File: src/rtl/fourbit_piso_tx_if.sv
`default_nettype none
// ============================================================================
// Module      : fourbit_piso_tx_if
// Description : Word handshake and framed serial output bundle for the
//               parallel-in serial-out transmitter.
// Revision    : 1.0 - initial release
// ============================================================================
interface fourbit_piso_tx_if #(
    parameter int WIDTH = 4
);
    logic [WIDTH-1:0] din;
    logic             din_valid;
    logic             din_ready;
    logic             dout;
    logic             dout_valid;
    logic             frame_start;
    logic             busy;

    modport master (
        output din,
        output din_valid,
        input  din_ready,
        input  dout,
        input  dout_valid,
        input  frame_start,
        input  busy
    );

    modport slave (
        input  din,
        input  din_valid,
        output din_ready,
        output dout,
        output dout_valid,
        output frame_start,
        output busy
    );
endinterface
`default_nettype wire

File: src/rtl/fourbit_piso_tx.sv
`default_nettype none
// ============================================================================
// Module      : fourbit_piso_tx
// Description : Parallel-in serial-out transmitter with one holding register
//               so consecutive words leave back-to-back without a gap.
// Revision    : 1.0 - initial release
// ============================================================================
module fourbit_piso_tx #(
    parameter int WIDTH     = 4,
    parameter bit MSB_FIRST = 1'b1
) (
    input  logic             clk,
    input  logic             reset,
    fourbit_piso_tx_if.slave bus
);

    localparam int                 CNT_W    = $clog2(WIDTH);
    localparam logic [CNT_W-1:0]   CNT_LAST = CNT_W'(WIDTH - 1);

    typedef enum logic [0:0] {
        IDLE  = 1'b0,
        SHIFT = 1'b1
    } state_t;

    state_t             r_state;
    state_t             w_state_next;
    logic [WIDTH-1:0]   r_sreg;
    logic [WIDTH-1:0]   w_sreg_next;
    logic [WIDTH-1:0]   w_sreg_shifted;
    logic [CNT_W-1:0]   r_cnt;
    logic [CNT_W-1:0]   w_cnt_next;
    logic [WIDTH-1:0]   r_hold;
    logic [WIDTH-1:0]   w_hold_next;
    logic               r_hold_full;
    logic               w_hold_full_next;
    logic               w_load;
    logic               w_out_bit;
    logic               w_din_ready;
    logic               w_accept;
    logic               r_dout;
    logic               r_dout_valid;
    logic               r_frame_start;
    logic               r_busy;

    assign w_din_ready = !reset && !r_hold_full;
    assign w_accept    = bus.din_valid && w_din_ready;

    // Shift direction and output tap both follow the bit-order choice.
    generate
        if (MSB_FIRST) begin : g_msb_first
            assign w_sreg_shifted = {r_sreg[WIDTH-2:0], 1'b0};
            assign w_out_bit      = w_sreg_next[WIDTH-1];
        end else begin : g_lsb_first
            assign w_sreg_shifted = {1'b0, r_sreg[WIDTH-1:1]};
            assign w_out_bit      = w_sreg_next[0];
        end
    endgenerate

    always_comb begin
        w_state_next     = r_state;
        w_sreg_next      = r_sreg;
        w_cnt_next       = r_cnt;
        w_hold_next      = r_hold;
        w_hold_full_next = r_hold_full;
        w_load           = 1'b0;

        case (r_state)
            IDLE: begin
                if (w_accept) begin
                    w_sreg_next  = bus.din;
                    w_cnt_next   = '0;
                    w_state_next = SHIFT;
                    w_load       = 1'b1;
                end
            end

            SHIFT: begin
                if (r_cnt == CNT_LAST) begin
                    // A held word always wins; ready is low then, so no accept can collide.
                    if (r_hold_full) begin
                        w_sreg_next      = r_hold;
                        w_hold_full_next = 1'b0;
                        w_cnt_next       = '0;
                        w_load           = 1'b1;
                    end else if (w_accept) begin
                        w_sreg_next = bus.din;
                        w_cnt_next  = '0;
                        w_load      = 1'b1;
                    end else begin
                        w_sreg_next  = w_sreg_shifted;
                        w_cnt_next   = '0;
                        w_state_next = IDLE;
                    end
                end else begin
                    w_sreg_next = w_sreg_shifted;
                    w_cnt_next  = r_cnt + 1'b1;
                    if (w_accept) begin
                        w_hold_next      = bus.din;
                        w_hold_full_next = 1'b1;
                    end
                end
            end

            default: begin
                w_state_next = IDLE;
            end
        endcase
    end

    // Outputs are registered from next-state values so they line up with the
    // cycle in which the shifter holds the corresponding bit.
    always_ff @(posedge clk) begin
        if (reset) begin
            r_state       <= IDLE;
            r_sreg        <= '0;
            r_cnt         <= '0;
            r_hold        <= '0;
            r_hold_full   <= 1'b0;
            r_dout        <= 1'b0;
            r_dout_valid  <= 1'b0;
            r_frame_start <= 1'b0;
            r_busy        <= 1'b0;
        end else begin
            r_state       <= w_state_next;
            r_sreg        <= w_sreg_next;
            r_cnt         <= w_cnt_next;
            r_hold        <= w_hold_next;
            r_hold_full   <= w_hold_full_next;
            r_dout        <= (w_state_next == SHIFT) ? w_out_bit : 1'b0;
            r_dout_valid  <= (w_state_next == SHIFT);
            r_frame_start <= w_load;
            r_busy        <= (w_state_next == SHIFT) || w_hold_full_next;
        end
    end

    assign bus.din_ready   = w_din_ready;
    assign bus.dout        = r_dout;
    assign bus.dout_valid  = r_dout_valid;
    assign bus.frame_start = r_frame_start;
    assign bus.busy        = r_busy;

endmodule
`default_nettype wire

File: src/flat_wrapper.sv
// flat-port wrapper written by rule: the top's interface ports become plain ports
module fourbit_piso_tx_flat 
#(
    parameter int WIDTH     = 4,
    parameter bit MSB_FIRST = 1'b1
)
  (clk, reset, bus_din, bus_din_valid, bus_din_ready, bus_dout, bus_dout_valid, bus_frame_start, bus_busy);
  fourbit_piso_tx_if #(.WIDTH(WIDTH)) bus_i ();
  input  logic clk;
  input  logic reset;
  input wire logic [$bits(bus_i.din)-1:0] bus_din;
  input wire logic [$bits(bus_i.din_valid)-1:0] bus_din_valid;
  output wire logic [$bits(bus_i.din_ready)-1:0] bus_din_ready;
  output wire logic [$bits(bus_i.dout)-1:0] bus_dout;
  output wire logic [$bits(bus_i.dout_valid)-1:0] bus_dout_valid;
  output wire logic [$bits(bus_i.frame_start)-1:0] bus_frame_start;
  output wire logic [$bits(bus_i.busy)-1:0] bus_busy;
  assign bus_i.din = bus_din;
  assign bus_i.din_valid = bus_din_valid;
  assign bus_din_ready = bus_i.din_ready;
  assign bus_dout = bus_i.dout;
  assign bus_dout_valid = bus_i.dout_valid;
  assign bus_frame_start = bus_i.frame_start;
  assign bus_busy = bus_i.busy;
  fourbit_piso_tx #(.WIDTH(WIDTH), .MSB_FIRST(MSB_FIRST)) u_core (.clk(clk), .reset(reset), .bus(bus_i));
endmodule
File: config.mk
export PLATFORM = sky130hd
export DESIGN_NAME = fourbit_piso_tx_flat
export DESIGN_NICKNAME = d
export VERILOG_FILES = /design/src/rtl/fourbit_piso_tx_if.sv /design/src/rtl/fourbit_piso_tx.sv /design/src/flat_wrapper.sv
export SDC_FILE = /design/constraint.sdc
export NUM_CORES = 1
export LEC_CHECK = 0
export CORE_AREA = 2 2 42 44
export CTS_BUF_LIST = sky130_fd_sc_hd__clkbuf_8
export CTS_CLUSTER_DIAMETER = 50
export DETAILED_ROUTE_END_ITERATION = 10
export DIE_AREA = 0 0 44 46
export GPL_ROUTABILITY_DRIVEN = 0
export PLACE_DENSITY = 0.75
export SYNTH_ARGS = -nofsm -noshare
export SYNTH_HDL_FRONTEND = slang
export SYNTH_SLANG_ARGS = --single-unit
File: constraint.sdc
create_clock -name clk -period 1.8 [get_ports clk]
set_clock_uncertainty 0.2 [all_clocks]
set_input_delay 0.27 -clock clk [delete_from_list [all_inputs] [get_ports clk]]
set_output_delay 0.27 -clock clk [all_outputs]
set_load 0.005 [all_outputs]
==> impl_metrics.yaml, run 1 <==
sta:
  maxSlewViolCount: 0
  fin_crit_sh_pct: 95.56
  max_clock_freq_mhz: 581.4
  finalSetupViolCount: 0
  rsz0062_at_grt: "false"
  hold_slack_ns: 0.2570
  hold_viol: 0
  setup_tns_ns: 0
  relSlewSlack_pct: 78.44
  final.min_clock_period_ns: 1.720
  setup_slack_ns: 0.07998
  tightest_slew_ns: 0.3231
layout:
  area_growth_pct: 26.87
  drive_gt1_share_pct: 27.36
  fin_area_um2: 998.5
  n_antenna_cell: 0
  fin_nets: 115
  final_core_util_pct: 61.86
  fillCellCount: 127
clock_network:
  clock-sinks: 15
  path_clk_slew_ns: 0.07
  htree_levels: 1
  cts_tree: "built"
  cts_resized: 0
  cts_buffers: 3
  cts_buffer_depth: 2
  postCtsHoldBufs: 0
  clk-insertion-delay-late_ns: 0.25
  cts_setup_buffers: 0
  ctsRootBufferMaster: "clkbuf_8"
critical_path:
  cp.required_ns: 1.73
  cp_max_fo: 4
  worstPathCellList: "ha_2 > and2_4 > a32o_1 > a311oi_2 > a21oi_1"
  cp_num_buf_inv: 0
  crit_family: "compound AO/OA/AOI/OAI gates"
  cp_slowest_cell: "dfxtp_1"
  end_kind: "flip-flop"
  path_class: "reg -> reg"
  critPathMaxStageDelay_ns: 0.33
  startpoint_type: "flip-flop"
  crit_arrival_ns: 1.65
logic_synthesis:
  synth_largest_area_cell: "dfxtp_1"
  netlist_top_cells_count: "dfxtp_1, nand2_1, a21oi_1, nand3_1, nor2_1"
  synth-main-ff-cell: "dfxtp_1"
  yosysUniqueCellTypes: 31
  netlist_top_cells_area: "dfxtp_1, a21oi_1, nand3_1"
  syn_area_um2: 787.0
  synth_edf_count: 0
  yosysTopAreaCellShare_pct: 38.16
  synth-seq-cells: 15
  synthCells: 84
  syn_area_per_cell_um2: 9.369
  yosysWarnings: 0
  post-synth-top-count-cell: "dfxtp_1"
  synth_nets: 92
  synthArstFlopShare_pct: 0
  yosysSeqAreaShare_pct: 38.16
route:
  first_iter_violations: 19
  routed_wl_um: 1777
  post_drt_wl_per_cell_um: 14.45
  vias: 703
  ant_nets: 0
  dr.pass1.iters: 4
  drc: 0
  via_per_inst: 5.715
place:
  dp_hpwl_um: 1258
  place_ws_ns: -0.08076
  port_buffers: 11
  placed_area_um2: 947.2
grt:
  grt_first_pass_wirelength_um: 2863
  grt_max_degree: 13
  antenna_found_initial: 0
  grt_overflow: 0
  first_global_vias: 677
  gr-usage-all-layers_pct: 19.60
floorplan:
  start_util_pct: 48.76
  die_h_um: 46
  io_pins: 12
  die_area_mm2: 0.002024
  rows: 15
  fp.coreArea_mm2: 0.001614
  die_w_um: 44
run_status:
  outcome: "finished clean"
flow_run:
  cap_violations: 0
power:
  cellLeakagePower_nw: 0.3973
  power_density_mw_per_mm2: 805.4
  peakVddDrop_uv: 441.7
hold_path:
  hold_path_class: "reg -> reg"
-- metal layers --
metal / up-vias / GRT usage (%) / routed length [um]
met5: - / 0 / 0
met3: 9 / 4.365 / 106
li1: 337 / - / -
met4: 0 / 12.12 / 54
met1: 330 / 23.26 / 747
met2: 27 / 32.06 / 869
-- layout by cell type, fill, tap and decap left out, types with 2 or more instances in the layout --
cell             count
nor2_1               7
clkdlybuf4s50_1     10
o21ai_0              2
clkbuf_8             3
a21oi_1              9
nand2_1             10
a211oi_1             3
inv_1                2
dfxtp_1             15
mux2_2               2
nand3_1              9
buf_4               13
-- worst min-delay path, cell delays in order (launching register included) --
cell,delay (ns)
dfxtp_1,0.31
nand2_1,0.05
a21oi_1,0.05
-- per-stage QoR --
stage	std cells	power [mW]
finish	123	0.8042
global route	123	0.8368
global placement	119	0.5238
CTS	123	0.8028
detailed placement	119	0.5278
floorplan	84	0.4662
-- cell type report --
cell class	count	area, um^2	share of cell area (%)
multi-input combinational	61	412.9	41.35
sequential	15	300.3	30.08
timing repair buffer	24	210.2	21.05
clock buffer	3	41.29	4.135
tap	17	21.27	2.130
inverter	2	7.507	0.7519
clock inverter	1	5.005	0.5013
-- registers in the layout (all words and copies together) (netlist names) --
signal	flops
u_core.r_hold	4
u_core.r_sreg	4
u_core.r_cnt	2
u_core.bus.busy	1
u_core.bus.dout	1
u_core.bus.dout_valid	1
u_core.bus.frame_start	1
u_core.r_hold_full	1
-- worst paths after layout --
check / from / end / slack, ns / depth (start not counted)
max: u_core.r_cnt[0] / u_core.r_sreg[3] / 0.08 / 5
min: u_core.r_hold[1] / u_core.r_hold[1] / 0.26 / 2
max reg2reg: u_core.r_cnt[0] / u_core.r_sreg[3] / 0.08 / 5
min reg2reg: u_core.r_hold[1] / u_core.r_hold[1] / 0.26 / 2
-- cells by family (layout without fill, tap and decap cells) --
group | count (synthesis) | count (layout) | synth area share (%)
AO/OA/AOI/OAI | 20 | 20 | 17.33
adder cells (fa/ha/maj) | 1 | 1 | 1.590
buffers and inverters | 8 | 30 | 9.699
flip-flops | 15 | 15 | 38.16
multiplexers | 3 | 3 | 4.133
AND/OR/NAND/NOR | 37 | 37 | 29.10
-- where the power goes --
group	total [mW]	leakage (nW)	switching [mW]	internal, mW
sequential	0.366	0.123	0.0133	0.353
clock	0.281	0.0255	0.127	0.153
combinational	0.157	0.249	0.0719	0.0852
total	0.804	0.397	0.213	0.592
(Power assumes the default switching activity.)
==> run 2, diff against run 1 <==
--- a/config.mk
+++ b/config.mk
@@ -11,7 +11,9 @@
 export DETAILED_ROUTE_END_ITERATION = 10
 export DIE_AREA = 0 0 44 46
 export GPL_ROUTABILITY_DRIVEN = 0
+export GPL_TIMING_DRIVEN = 0
 export PLACE_DENSITY = 0.75
+export SLEW_MARGIN = 30
 export SYNTH_ARGS = -nofsm -noshare
 export SYNTH_HDL_FRONTEND = slang
 export SYNTH_SLANG_ARGS = --single-unit
==> run 2 against run 1 <==
Final area is 0.13% lower. Setup slack lost 0.046 ns. Non-clock buffer count decreased by 3. Register-to-register slack worse by 0.05 ns. Worst hold slack got worse by 0.21 ns. Highest routed layer unchanged. Largest cell class unchanged. Critical path type unchanged.
==> impl_metrics.yaml, run 2 (synthesis gave the netlist of run 1 again) <==
layout:
  multi_input_area_um2: 411.6
  fillCellCount: 141
  fin_nets: 112
  drive_gt1_share_pct: 28.16
  area_growth_pct: 26.71
  fin_area_um2: 997.2
  final_common_cell: "dfxtp_1"
  final_core_util_pct: 61.78
  n_antenna_cell: 0
  layout_common_cells: "dfxtp_1, nand2_1, nand3_1, a21oi_1, clkdlybuf4s50_1"
  final-seq-area_um2: 305.3
  biggestRegsByFlops: "u_core.r_hold: 4 flops, u_core.r_sreg: 4 flops, u_core.r_cnt: 2 flops"
grt:
  grtUsageMet2_pct: 30.00
  top_usage_layer: "met2"
  grt_max_degree: 11
  grt_use_met3_pct: 3.571
  gr-usage-met1_pct: 21.07
  grt_overflow: 0
  antenna_found_initial: 0
  grt_first_pass_wirelength_um: 2566
  first_global_vias: 584
  gr-usage-all-layers_pct: 17.93
critical_path:
  cp.required_ns: 1.73
  startpoint_type: "flip-flop"
  cp_max_fo: 4
  end_kind: "flip-flop"
  path_class: "reg -> reg"
  reg2reg_slack_ns: 0.03
  crit_arrival_ns: 1.70
place:
  dp_hpwl_um: 1072
  port_buffers: 10
  placed_area_um2: 908.4
route:
  drc: 0
  routed_wl_um: 1619
  first_iter_violations: 17
  ant_nets: 0
  post_drt_wl_per_cell_um: 13.49
  via_per_inst: 5.567
  dr.pass1.iters: 5
  vias: 668
clock_network:
  cts_buffer_depth: 2
  ctsRootBufferMaster: "clkbuf_8"
  htree_levels: 1
  cts_tree: "built"
  path_clk_slew_ns: 0.06
  clk-insertion-delay-late_ns: 0.25
  clock-sinks: 15
  cts_buffers: 3
  postCtsHoldBufs: 0
sta:
  tightest_slew_ns: 0.2639
  max_clock_freq_mhz: 566.2
  fin_crit_sh_pct: 98.13
  finalSetupViolCount: 0
  maxSlewViolCount: 0
  hold_viol: 0
  setup_tns_ns: 0
  final.min_clock_period_ns: 1.766
  hold_slack_ns: 0.05194
  relSlewSlack_pct: 82.41
floorplan:
  die_h_um: 46
  start_util_pct: 48.76
  die_w_um: 44
  fp.coreArea_mm2: 0.001614
  rows: 15
  die_area_mm2: 0.002024
  io_pins: 12
flow_run:
  cap_violations: 0
power:
  total_power_mw: 0.7921
  peakVddDrop_uv: 490.5
  power_density_mw_per_mm2: 794.3
  cellLeakagePower_nw: 0.3931
run_status:
  outcome: "finished clean"
hold_path:
  hold_path_class: "in -> reg"
[run 2: changes by cell type in the layout (fill, tap and decap cells not counted), sizes merged]
cell and delta:
buf -4, clkdlybuf4s50 -1, clkbuf +2, dlymetal6s2s -1, dlygate4sd2 +1
[run 2: per-stage QoR]
step,instances,worst slack [ns]
2_1_floorplan,84,0.1752
3_3_place_gp,111,-0.1511
3_5_place_dp,111,-0.1414
4_1_cts,115,0.07243
5_1_grt,120,-0.01670
6_report,120,0.03369
[run 2: layer usage]
layer	vias to the layer above	share of wire (%)	wire [um]
li1	334	-	-
met1	302	42	678
met2	25	50	806
met3	7	4.8	78
met4	0	3.4	55
met5	-	0	0
[run 2: what timing repair did]
item | in CTS | in global routing
setup endpoints to repair | 1 | 2
gates resized for setup | 3 | 2
pin swaps | 0 | 2
setup buffers | 0 | 5
[run 2: final timing paths]
kind,from,end,cells after the start
worst max-delay path,u_core.r_cnt[0],u_core.bus.dout,6
worst min-delay path,reset,u_core.bus.frame_start,2
worst max register to register,u_core.r_cnt[0],u_core.bus.dout,6
worst min register to register,u_core.r_hold[2],u_core.r_hold[2],2
[run 2: cell type report]
class	count	share of cell area [%]
buffer	6	6.901
clock buffer	3	4.141
clock inverter	1	0.5019
inverter	2	0.7528
multi-input combinational	61	41.28
sequential	15	30.61
tap	17	2.133
timing repair buffer	15	13.68
[run 2: critical path, stage by stage (launching register included)]
cell	delay (ns)
dfxtp_2	0.32
ha_1	0.20
buf_6	0.12
and2_4	0.14
a32o_2	0.27
a311oi_2	0.29
a21oi_1	0.11
[run 2: power breakdown]
group | total, mW | internal, mW | switching [mW]
sequential | 0.366 | 0.353 | 0.0131
combinational | 0.150 | 0.0829 | 0.0676
clock | 0.275 | 0.153 | 0.122
total | 0.792 | 0.589 | 0.203
